==> config.mk <==
export PLATFORM = sky130hd
export DESIGN_NAME = alu_seq_unit_flat
export DESIGN_NICKNAME = d
export VERILOG_FILES = /design/src/rtl/alu_seq_if.sv /design/src/rtl/alu_seq_unit.sv /design/src/flat_wrapper.sv
export SDC_FILE = /design/constraint.sdc
export NUM_CORES = 1
export LEC_CHECK = 0
export BUFFER_PORTS_ARGS = -buffer_cell sky130_fd_sc_hd__buf_2
export CAP_MARGIN = 5
export CORE_MARGIN = 1
export CORE_UTILIZATION = 45
export DETAILED_ROUTE_END_ITERATION = 12
export SLEW_MARGIN = 20
export SYNTH_ARGS = -nofsm -noshare
export SYNTH_HDL_FRONTEND = slang
export SYNTH_SLANG_ARGS = --single-unit
==> constraint.sdc <==
create_clock -name clk -period 11.7 [get_ports clk]
set_input_delay 1.755 -clock clk [delete_from_list [all_inputs] [get_ports clk]]
set_output_delay 1.755 -clock clk [all_outputs]
set_load 0.02 [all_outputs]
==> src/rtl/alu_seq_if.sv <==
// Command/result bundle for alu_seq_unit: command handshake, result handshake,
// global enable and status flags.
interface alu_seq_if #(
  parameter int WIDTH = 32
);
  logic             en;
  logic             in_valid;
  logic             in_ready;
  logic [3:0]       opcode;
  logic [WIDTH-1:0] a;
  logic [WIDTH-1:0] b;
  logic             res_valid;
  logic             res_ready;
  logic [WIDTH-1:0] out;
  logic             cout;
  logic             overflow;
  logic             illegal;
  logic             busy;

  modport master (
    output en, in_valid, opcode, a, b, res_ready,
    input  in_ready, res_valid, out, cout, overflow, illegal, busy
  );

  modport slave (
    input  en, in_valid, opcode, a, b, res_ready,
    output in_ready, res_valid, out, cout, overflow, illegal, busy
  );
endinterface

==> src/rtl/alu_seq_unit.sv <==
// Sequential ALU: single-cycle add/sub/logic/shift ops plus a shift-add
// multiplier that retires one multiplier bit per enabled clock.
module alu_seq_unit #(
  parameter int WIDTH = 32
) (
  input logic        clk,
  input logic        rst_n,
  alu_seq_if.slave   bus
);
  localparam int CW = $clog2(WIDTH);
  localparam logic [CW-1:0] LAST_STEP = CW'(WIDTH - 1);

  localparam logic [3:0] OP_ADD = 4'b1111;
  localparam logic [3:0] OP_SUB = 4'b1110;
  localparam logic [3:0] OP_OR  = 4'b0110;
  localparam logic [3:0] OP_AND = 4'b0111;
  localparam logic [3:0] OP_NOT = 4'b0100;
  localparam logic [3:0] OP_XOR = 4'b0101;
  localparam logic [3:0] OP_SHL = 4'b1001;
  localparam logic [3:0] OP_SHR = 4'b1010;
  localparam logic [3:0] OP_MUL = 4'b1000;

  typedef enum logic [1:0] {IDLE, EXEC, DONE} state_t;

  state_t             state_reg;
  logic [CW-1:0]      cnt_reg;
  logic [2*WIDTH-1:0] acc_reg;
  logic [2*WIDTH-1:0] mcand_reg;
  logic [WIDTH-1:0]   mplier_reg;
  logic [WIDTH-1:0]   out_reg;
  logic               cout_reg;
  logic               ovf_reg;
  logic               ill_reg;

  logic               accept;
  logic               is_sub;
  logic [WIDTH-1:0]   b_eff;
  logic [WIDTH:0]     sum;
  logic [WIDTH-1:0]   op_out;
  logic               op_cout;
  logic               op_ovf;
  logic               op_ill;
  logic [2*WIDTH-1:0] acc_next;

  assign bus.in_ready  = (state_reg == IDLE) && bus.en;
  assign bus.res_valid = (state_reg == DONE);
  assign bus.busy      = (state_reg != IDLE);
  assign bus.out       = out_reg;
  assign bus.cout      = cout_reg;
  assign bus.overflow  = ovf_reg;
  assign bus.illegal   = ill_reg;

  assign accept = bus.in_ready && bus.in_valid;

  // Subtraction is a + ~b + 1, so add and sub share one adder.
  assign is_sub = (bus.opcode == OP_SUB);
  assign b_eff  = is_sub ? ~bus.b : bus.b;
  assign sum    = {1'b0, bus.a} + {1'b0, b_eff} + {{WIDTH{1'b0}}, is_sub};

  always_comb begin
    op_out  = '0;
    op_cout = 1'b0;
    op_ovf  = 1'b0;
    op_ill  = 1'b0;
    case (bus.opcode)
      OP_ADD, OP_SUB: begin
        op_out  = sum[WIDTH-1:0];
        op_cout = sum[WIDTH];
        op_ovf  = (bus.a[WIDTH-1] == b_eff[WIDTH-1]) && (sum[WIDTH-1] != bus.a[WIDTH-1]);
      end
      OP_OR:  op_out = bus.a | bus.b;
      OP_AND: op_out = bus.a & bus.b;
      OP_NOT: op_out = ~bus.a;
      OP_XOR: op_out = bus.a ^ bus.b;
      OP_SHL: op_out = bus.a << bus.b[CW-1:0];
      OP_SHR: op_out = bus.a >> bus.b[CW-1:0];
      OP_MUL: op_out = '0;
      default: op_ill = 1'b1;
    endcase
  end

  assign acc_next = acc_reg + (mplier_reg[0] ? mcand_reg : '0);

  always_ff @(posedge clk or negedge rst_n) begin
    if (!rst_n) begin
      state_reg  <= IDLE;
      cnt_reg    <= '0;
      acc_reg    <= '0;
      mcand_reg  <= '0;
      mplier_reg <= '0;
      out_reg    <= '0;
      cout_reg   <= 1'b0;
      ovf_reg    <= 1'b0;
      ill_reg    <= 1'b0;
    end else if (bus.en) begin
      case (state_reg)
        IDLE: begin
          if (accept) begin
            if (bus.opcode == OP_MUL) begin
              state_reg  <= EXEC;
              cnt_reg    <= '0;
              acc_reg    <= '0;
              mcand_reg  <= {{WIDTH{1'b0}}, bus.a};
              mplier_reg <= bus.b;
            end else begin
              state_reg <= DONE;
              out_reg   <= op_out;
              cout_reg  <= op_cout;
              ovf_reg   <= op_ovf;
              ill_reg   <= op_ill;
            end
          end
        end
        EXEC: begin
          acc_reg    <= acc_next;
          mcand_reg  <= mcand_reg << 1;
          mplier_reg <= mplier_reg >> 1;
          cnt_reg    <= cnt_reg + CW'(1);
          if (cnt_reg == LAST_STEP) begin
            state_reg <= DONE;
            out_reg   <= acc_next[WIDTH-1:0];
            cout_reg  <= 1'b0;
            ovf_reg   <= |acc_next[2*WIDTH-1:WIDTH];
            ill_reg   <= 1'b0;
          end
        end
        DONE: begin
          if (bus.res_ready) state_reg <= IDLE;
        end
        default: state_reg <= IDLE;
      endcase
    end
  end
endmodule

==> src/flat_wrapper.sv <==
// flat-port wrapper written by rule: the top's interface ports become plain ports
module alu_seq_unit_flat 
#(
  parameter int WIDTH = 32
)
  (clk, rst_n, bus_en, bus_in_valid, bus_opcode, bus_a, bus_b, bus_res_ready, bus_in_ready, bus_res_valid, bus_out, bus_cout, bus_overflow, bus_illegal, bus_busy);
  alu_seq_if #(.WIDTH(WIDTH)) bus_i ();
  input logic clk;
  input logic rst_n;
  input wire logic [$bits(bus_i.en)-1:0] bus_en;
  input wire logic [$bits(bus_i.in_valid)-1:0] bus_in_valid;
  input wire logic [$bits(bus_i.opcode)-1:0] bus_opcode;
  input wire logic [$bits(bus_i.a)-1:0] bus_a;
  input wire logic [$bits(bus_i.b)-1:0] bus_b;
  input wire logic [$bits(bus_i.res_ready)-1:0] bus_res_ready;
  output wire logic [$bits(bus_i.in_ready)-1:0] bus_in_ready;
  output wire logic [$bits(bus_i.res_valid)-1:0] bus_res_valid;
  output wire logic [$bits(bus_i.out)-1:0] bus_out;
  output wire logic [$bits(bus_i.cout)-1:0] bus_cout;
  output wire logic [$bits(bus_i.overflow)-1:0] bus_overflow;
  output wire logic [$bits(bus_i.illegal)-1:0] bus_illegal;
  output wire logic [$bits(bus_i.busy)-1:0] bus_busy;
  assign bus_i.en = bus_en;
  assign bus_i.in_valid = bus_in_valid;
  assign bus_i.opcode = bus_opcode;
  assign bus_i.a = bus_a;
  assign bus_i.b = bus_b;
  assign bus_i.res_ready = bus_res_ready;
  assign bus_in_ready = bus_i.in_ready;
  assign bus_res_valid = bus_i.res_valid;
  assign bus_out = bus_i.out;
  assign bus_cout = bus_i.cout;
  assign bus_overflow = bus_i.overflow;
  assign bus_illegal = bus_i.illegal;
  assign bus_busy = bus_i.busy;
  alu_seq_unit #(.WIDTH(WIDTH)) u_core (.clk(clk), .rst_n(rst_n), .bus(bus_i));
endmodule
==> out/results.ini, run 1 <==
[status]
status=finished, final reports clean

[power]
p_per_area_mw_per_mm2=122
peakVddDrop_uv=124
p_leak_nw=9.91

[global_route]
overflow=0
grtUsageTotal_pct=33.6
antenna_found_initial=1
grt_pass1_wl_um=114000
grt_max_degree=101
grt_pass1_vias=18700

[setup_path]
cp_num_cells=16
critPathMaxFanout=33
cp_top_family=compound AO/OA/AOI/OAI gates
worstSetupPathType=in -> reg
reg2reg_to=u_core.bus.overflow
endpoint=u_core.bus.overflow
reg2reg_depth=13
critPathLaunchType=primary input
worst-path-buf-inv=2
crit_start=bus_opcode[1]
critPathArrivalTime_ns=6.37
crit_top_cell=a31oi_1
cp_cell_sequence=buf_2, nand4b_1, buf_4, xnor2_1, ha_1, a31oi_1, o32ai_4, a31oi_1, a21o_1, a22oi_4, a21oi_2, o21ai_0, a211o_1, or4_1, nor4_1, a31oi_1
slowest_delay_ns=0.50
setup.worst_path.end_class=flop
cpMaxStageDelayCell=or4_1
critPathRequiredTime_ns=12.11
r2r_slack_ns=6.32
timing.rr.start=u_core.mplier_reg[0]

[synth]
synthSimpleGateAreaFrac_pct=17.5
syn-mean-instance-area_um2=7.92
synthCells=2476
yosysWarningCount=0
ys_async_sr_fraction_pct=100
synth_ff_type=dfrtp_1
synth_top_family_by_area=compound AO/OA/AOI/OAI gates
synth-edff-count=0
synth.area.mux_share_pct=8.94
netlist_area_mm2=0.0196
ys_seq_elements=202
synthAdderAreaFrac_pct=10.5
yosysUniqueCellTypes=78
synth_xor_area_share_pct=4.38
synth_nets=2712
yosysSeqAreaShare_pct=25.8
synth_compound_area_share_pct=26.8

[sta]
hold_violations=0
finalCriticalPeriod_ns=5.95
fin_skew_ns=0.0253
rsz0062_at_grt=no
fin_setup_tns_ns=0
maxSlewHeadroom_pct=15.4
timing.fmax_mhz=168
tightest_slew_ns=1.24
drv_slew=0
final-setup-viol-count=0
fin_crit_sh_pct=50.9

[route]
wl_per_cell_um=24.3
drt.antenna.violating_nets=0
drt-total-wl_um=75200
drt-initial-drc-count=1788
vias_per_cell=6.18
vias=19100
drc=0
dr.pass1.iters=7

[job]
cap_violations=0

[floorplanning]
fp.dieW_um=211
start_util_pct=45.6
core_mm2=0.0430
io_pins=111
floorplan.die.height_um=211
dieArea_mm2=0.0444
rows=76

[clock_tree]
clkLatencyLatePin_ns=0.55
numClockSinks=202
cts_buffers=25
cts-resized-gates=0
post-cts-setup-buffer-count=0
clk_pin_slew_ns=0.06
cts_max_path_buffers=3
cts_hold_buf=0
root_buffer=clkbuf_16
cts_tree=built
htree_num_levels=1

[layout]
fin_nets=2718
finish.utilization_pct=49.8
drive_gt1_share_pct=9.92
areaGrowthSynthToFinish_pct=9.16

[place]
gp_congestion=0.998
dp_hpwl_um=58900
numPortBuffers=110

[worst_hold_path]
hold_class=reg -> reg
whs_path_depth=2
hp-start=u_core.bus.out[4]

[worst register-to-register path, stage by stage, from the launching register on]
cell and delay (ns):
dfrtp_2 0.73, and2_1 0.25, ha_1 0.30, a21oi_1 0.46, nand2_1 0.09, a211oi_1 0.48, o221ai_1 0.34, a21oi_1 0.80
o311ai_0 0.29, xnor2_1 0.34, nand4_1 0.26, or4_1 0.48, nor4_1 0.30, a31oi_1 0.13
[power by group]
part / switching [mW] / internal [mW]
logic: 0.524 / 0.308
clock network: 0.319 / 0.493
registers: 0.131 / 0.840
[area by class of cell]
| class | instances | area [µm²] |
|---|---|---|
| multi-input combinational | 1955 | 13400 |
| fill | 4281 | 21600 |
| tap | 585 | 732 |
| clock buffer | 37 | 761 |
| inverter | 162 | 608 |
| sequential | 202 | 5060 |
| clock inverter | 9 | 105 |
| antenna | 1 | 2.50 |
| timing repair buffer | 136 | 756 |
[stage by stage]
stage	instance area [µm²]	hold WS, ns	cells	setup WS (ns)	power [mW]
floorplan	19600	0.450	2476	5.92	1.48
global placement	20500	0.449	3040	5.30	1.79
detailed placement	20500	0.450	3040	5.18	1.80
CTS	21400	0.463	3086	5.74	2.63
global route	21400	0.491	3086	5.47	2.76
finish	21400	0.465	3087	5.75	2.61
[routing by layer]
| metal | wire length [µm] | GRT usage [%] | vias up |
|---|---|---|---|
| met5 | 18 | 0 | - |
| met4 | 3670 | 15.5 | 2 |
| met3 | 3990 | 3.37 | 164 |
| met2 | 36700 | 58.6 | 656 |
| met1 | 30800 | 41.6 | 9211 |
| li1 | - | - | 9033 |
[synth_stat cells (all sizes together) (32+ instances only)]
cell    number  area share [%]
a21o        34             1.3
a21oi      203             5.2
a222oi      32             1.6
a22o        49             2.2
a31oi       35             1.1
and2        68             2.2
clkbuf     135             2.6
dfrtp      202              26
ha         161              10
inv        162             3.1
mux2i       84             4.3
mux4        35             4.0
nand2      294             5.6
nor2       195             3.7
o21ai      247             6.3
xnor2       67             3.0
[worst min-delay path by stage]
| stage | endpoint | slack (ns) |
|---|---|---|
| floorplan | u_core.acc_reg[40] | 0.45 |
| global placement | u_core.bus.out[4] | 0.45 |
| detailed placement | u_core.bus.out[4] | 0.45 |
| CTS | u_core.bus.out[4] | 0.46 |
| global route | u_core.bus.out[4] | 0.49 |
| finish | u_core.bus.out[4] | 0.46 |
[cell families after synthesis]
group | after synthesis
AOI/OAI and AO/OA | 818
buffers and inverters | 319
and+or+nand+nor | 746
xor gates and xnor gates | 98
muxes | 130
adders and majority gates | 163
DFF | 202
[placed cells by master, fill, tap and decap left out, types with 11 or more instances in the layout]
cell and instances:
mux2i_1 84, clkbuf_16 25, a21oi_1 201, a22oi_1 17, a22o_1 49, nor3_1 28, xor2_1 31, a222oi_1 32
a21o_1 34, nand3_1 25, dfrtp_1 201, nand2b_1 27, o21ai_1 11, nor4_1 13, o21a_1 18, a31oi_1 35
nand4_1 31, and3_1 16, buf_4 26, a211oi_1 23, and2_1 67, ha_1 161, xnor2_1 67, inv_1 159
o31ai_1 28, nor2_1 195, mux2_2 11, nand2_1 294, o211ai_1 30, o21ai_0 236, buf_2 109, mux4_2 35
No activity file was read; power rests on OpenSTA's default activity.
==> run 2, diff against run 1 <==
--- a/config.mk
+++ b/config.mk
@@ -5,6 +5,7 @@
 export SDC_FILE = /design/constraint.sdc
 export NUM_CORES = 1
 export LEC_CHECK = 0
+export ABC_AREA = 1
 export BUFFER_PORTS_ARGS = -buffer_cell sky130_fd_sc_hd__buf_2
 export CAP_MARGIN = 5
 export CORE_MARGIN = 1
==> constraint.sdc (replaced) <==
create_clock -name clk -period 5.55 [get_ports clk]
set_input_delay 0.8325 -clock clk [delete_from_list [all_inputs] [get_ports clk]]
set_output_delay 0.8325 -clock clk [all_outputs]
set_load 0.02 [all_outputs]
==> run 2 against run 1 <==
Effect of this change:
- combinational power grew to 6.9 times the previous value
- design area grew 11%
- total power grew to 3.9 times the previous value
- non-clock buffer count grew 11
- setup slack lost 4.4 ns
- sequential share of layout area shrank 2.3 points
- routed wire length grew 31%
- area after synthesis grew 10%
- largest cell class unchanged
- highest routed layer unchanged
==> out/results.ini, run 2 <==
[layout]
fill_cells=5071  ; was 4281
layout_commonest_cell=nand2_1  ; unchanged
areaGrowthSynthToFinish_pct=9.30  ; was 9.16%
final_cell_mix=nand2_1, inv_1, o21ai_0  ; was nand2_1, o21ai_0, a21oi_1, dfrtp_1, nor2_1
fin_nets=3917  ; was 2718
finalNonFillerCells=4319  ; was 3087
multi_input_area_mm2=0.0137  ; was 0.0134 mm²
final_area_mm2=0.0237  ; was 0.0214 mm²
regArea_mm2=0.00506  ; unchanged
drive_gt1_share_pct=6.48  ; was 9.92%

[setup_path]
reg2reg_depth=19  ; was 13
cpMaxStageDelayCell=dfrtp_2  ; was or4_1
critPathArrivalTime_ns=4.62  ; was 6.37 ns
critPathLaunchType=flop  ; was primary input
slowest_delay_ns=1.03  ; was 0.50 ns
critPathMaxFanout=49  ; was 33
worst-path-buf-inv=2  ; unchanged
reg2reg_to=u_core.bus.overflow  ; unchanged
critPathRequiredTime_ns=5.99  ; was 12.11 ns
r2r_slack_ns=1.37  ; was 6.32 ns
cp_top_family=simple AND/OR/NAND/NOR gates  ; was compound AO/OA/AOI/OAI gates
worstSetupPathType=reg -> reg  ; was in -> reg
cp_cell_sequence=buf_4, nand2_1, inv_1, ha_1, nand2_1, nor2_1, nand2_1, nor2_2, nand3_1, nand3_1, nand2_1, nand2_1, nand2_1, nor2_1, nand2_1, nor2_1, nand2_1, nand2_1, a21oi_1  ; was buf_2, nand4b_1, buf_4, xnor2_1, ha_1, a31oi_1, o32ai_4, a31oi_1, a21o_1, a22oi_4, a21oi_2, o21ai_0, a211o_1, or4_1, nor4_1, a31oi_1
timing.rr.start=u_core.mplier_reg[0]  ; unchanged
setup.worst_path.end_class=flop  ; unchanged
crit_top_cell=nand2_1  ; was a31oi_1

[route]
wl_per_cell_um=22.7  ; was 24.3 µm
dr.pass1.iters=6  ; was 7
drt-total-wl_um=98200  ; was 75200 µm
vias=25000  ; was 19100
vias_per_cell=5.80  ; was 6.18
drt.antenna.violating_nets=0  ; unchanged
drt-initial-drc-count=3066  ; was 1788
drc=0  ; unchanged

[clock_tree]
root_buffer=clkbuf_16  ; unchanged
cts_max_path_buffers=3  ; unchanged
cts_tree=built  ; unchanged
post-cts-setup-buffer-count=0  ; unchanged
cts_hold_buf=0  ; unchanged
clk_pin_slew_ns=0.06  ; about the same
cts_buffers=27  ; was 25
numClockSinks=202  ; unchanged
clkLatencyLatePin_ns=0.57  ; was 0.55 ns
htree_num_levels=1  ; unchanged
cts-resized-gates=0  ; unchanged

[synth]
synth_top_cells_by_count=nand2_1, inv_1, o21ai_0  ; was nand2_1, o21ai_0, a21oi_1, dfrtp_1, nor2_1
yosysTopAreaCellShare_pct=23.3  ; was 25.8%
synth.area.mux_share_pct=0.832  ; was 8.94%
netlist_area_mm2=0.0217  ; was 0.0196 mm²
synthSimpleGateAreaFrac_pct=32.2  ; was 17.5%
post-synth-top-count-cell=nand2_1  ; unchanged
yosysUniqueCellTypes=56  ; was 78
synth_top_family_by_area=simple AND/OR/NAND/NOR gates  ; was compound AO/OA/AOI/OAI gates
yosysSeqAreaShare_pct=23.3  ; was 25.8%
synth-edff-count=0  ; unchanged
yosysWarningCount=0  ; unchanged
synth_ff_type=dfrtp_1  ; unchanged
synth_area_leaders=dfrtp_1, nand2_1, inv_1  ; was dfrtp_1, ha_1, o21ai_0
synthCells=3640  ; was 2476
synth_xor_area_share_pct=1.46  ; was 4.38%
synth_compound_area_share_pct=19.4  ; was 26.8%
synth_top_area_cell=dfrtp_1  ; unchanged
ys_async_sr_fraction_pct=100  ; unchanged
synth_nets=3876  ; was 2712
syn-mean-instance-area_um2=5.95  ; was 7.92 µm²
ys_seq_elements=202  ; unchanged
synthAdderAreaFrac_pct=9.49  ; was 10.5%

[global_route]
antenna_found_initial=5  ; was 1
overflow=0  ; unchanged
grt_max_degree=108  ; was 101
grt_pass1_wl_um=146000  ; was 114000 µm
grtUsageTotal_pct=39.5  ; was 33.6%
grt_pass1_vias=23600  ; was 18700

[status]
status=finished, final reports clean  ; unchanged

[sta]
hold_violations=0  ; unchanged
timing.fmax_mhz=239
fin_crit_sh_pct=75.3
hold_slack_ns=0.302  ; was 0.465 ns
fin_setup_tns_ns=0  ; unchanged
fin_skew_ns=0.0182  ; was 0.0253 ns
finalCriticalPeriod_ns=4.18
final-setup-viol-count=0  ; unchanged
drv_slew=0  ; unchanged
maxSlewHeadroom_pct=28.6  ; was 15.4%
tightest_slew_ns=1.07  ; was 1.24 ns
rsz0062_at_grt=no  ; unchanged

[place]
gp_congestion=1.01  ; was 0.998
dp_hpwl_um=78300  ; was 58900 µm
dp_cells=4267  ; was 3040
numPortBuffers=110  ; unchanged
dpl_cell_area_mm2=0.0227  ; was 0.0205 mm²

[floorplanning]
start_util_pct=45.5  ; was 45.6%
core_mm2=0.0476  ; was 0.0430 mm²
rows=80  ; was 76
io_pins=111  ; unchanged
fp.dieW_um=221  ; was 211 µm
dieArea_mm2=0.0490  ; was 0.0444 mm²
floorplan.die.height_um=221  ; was 211 µm

[worst_hold_path]
hold_class=in -> async  ; was reg -> reg

[job]
cap_violations=0  ; unchanged

[power]
p_per_area_mw_per_mm2=432  ; was 122 mW/mm²
peakVddDrop_uv=270  ; was 124 µV
p_leak_nw=13.1  ; was 9.91 nW

-- run 2: how the worst max path moves through the flow --
stage,cells after the start,to,startpoint
global placement,18,u_core.bus.out[20],bus_opcode[3]
finish,19,u_core.bus.overflow,u_core.mplier_reg[0]
floorplan,21,u_core.bus.out[26],bus_b[3]
CTS,21,u_core.bus.overflow,u_core.mplier_reg[0]
global route,23,u_core.bus.overflow,u_core.mplier_reg[0]
detailed placement,18,u_core.bus.out[20],bus_opcode[3]
-- run 2: metal layers --
layer / routed length, µm / global-route usage, % / part of all wire, % / vias up
met5: 12 / 0 / 0.012 / -
met4: 5260 / 18.8 / 5.4 / 2
met3: 9010 / 6.25 / 9.2 / 279
met2: 43400 / 63.0 / 44 / 1340
met1: 40500 / 52.2 / 41 / 11700
li1: - / - / - / 11700
-- run 2: per-stage QoR --
stage	util (%)	worst slack, ns	power [mW]
2_1_floorplan	-	2.07	6.33
6_report	49.7	1.37	10.2
5_1_grt	49.7	1.20	11.0
3_5_place_dp	47.7	1.10	8.25
4_1_cts	49.7	1.50	10.1
3_3_place_gp	47.7	1.02	8.16
-- run 2: cell type report --
cell class / instances / share of cell area [%]
flip-flops and latches: 202 / 21.4
repair buffers: 147 / 3.59
well taps: 615 / 3.25
inverters: 619 / 9.82
clock buffers: 35 / 3.23
diodes: 3 / 0.0317
clock inverters: 14 / 0.645
multi-input cells: 2684 / 58.1
-- run 2: cells by family (layout without fill, tap and decap cells) --
family | after synthesis | after routing
AOI/OAI and AO/OA | 733 | 733
xor gates and xnor gates | 36 | 36
adders and majority gates | 163 | 163
buffers and inverters | 754 | 815
DFF | 202 | 202
muxes | 18 | 18
other | 0 | 3
and+or+nand+nor | 1734 | 1734
-- run 2: where the power goes --
group | internal, mW | total (mW) | switching, mW
sequential | 2.12 | 2.69 | 0.569
clock | 1.07 | 1.83 | 0.756
combinational | 1.77 | 5.72 | 3.94
total | 4.97 | 10.2 | 5.27
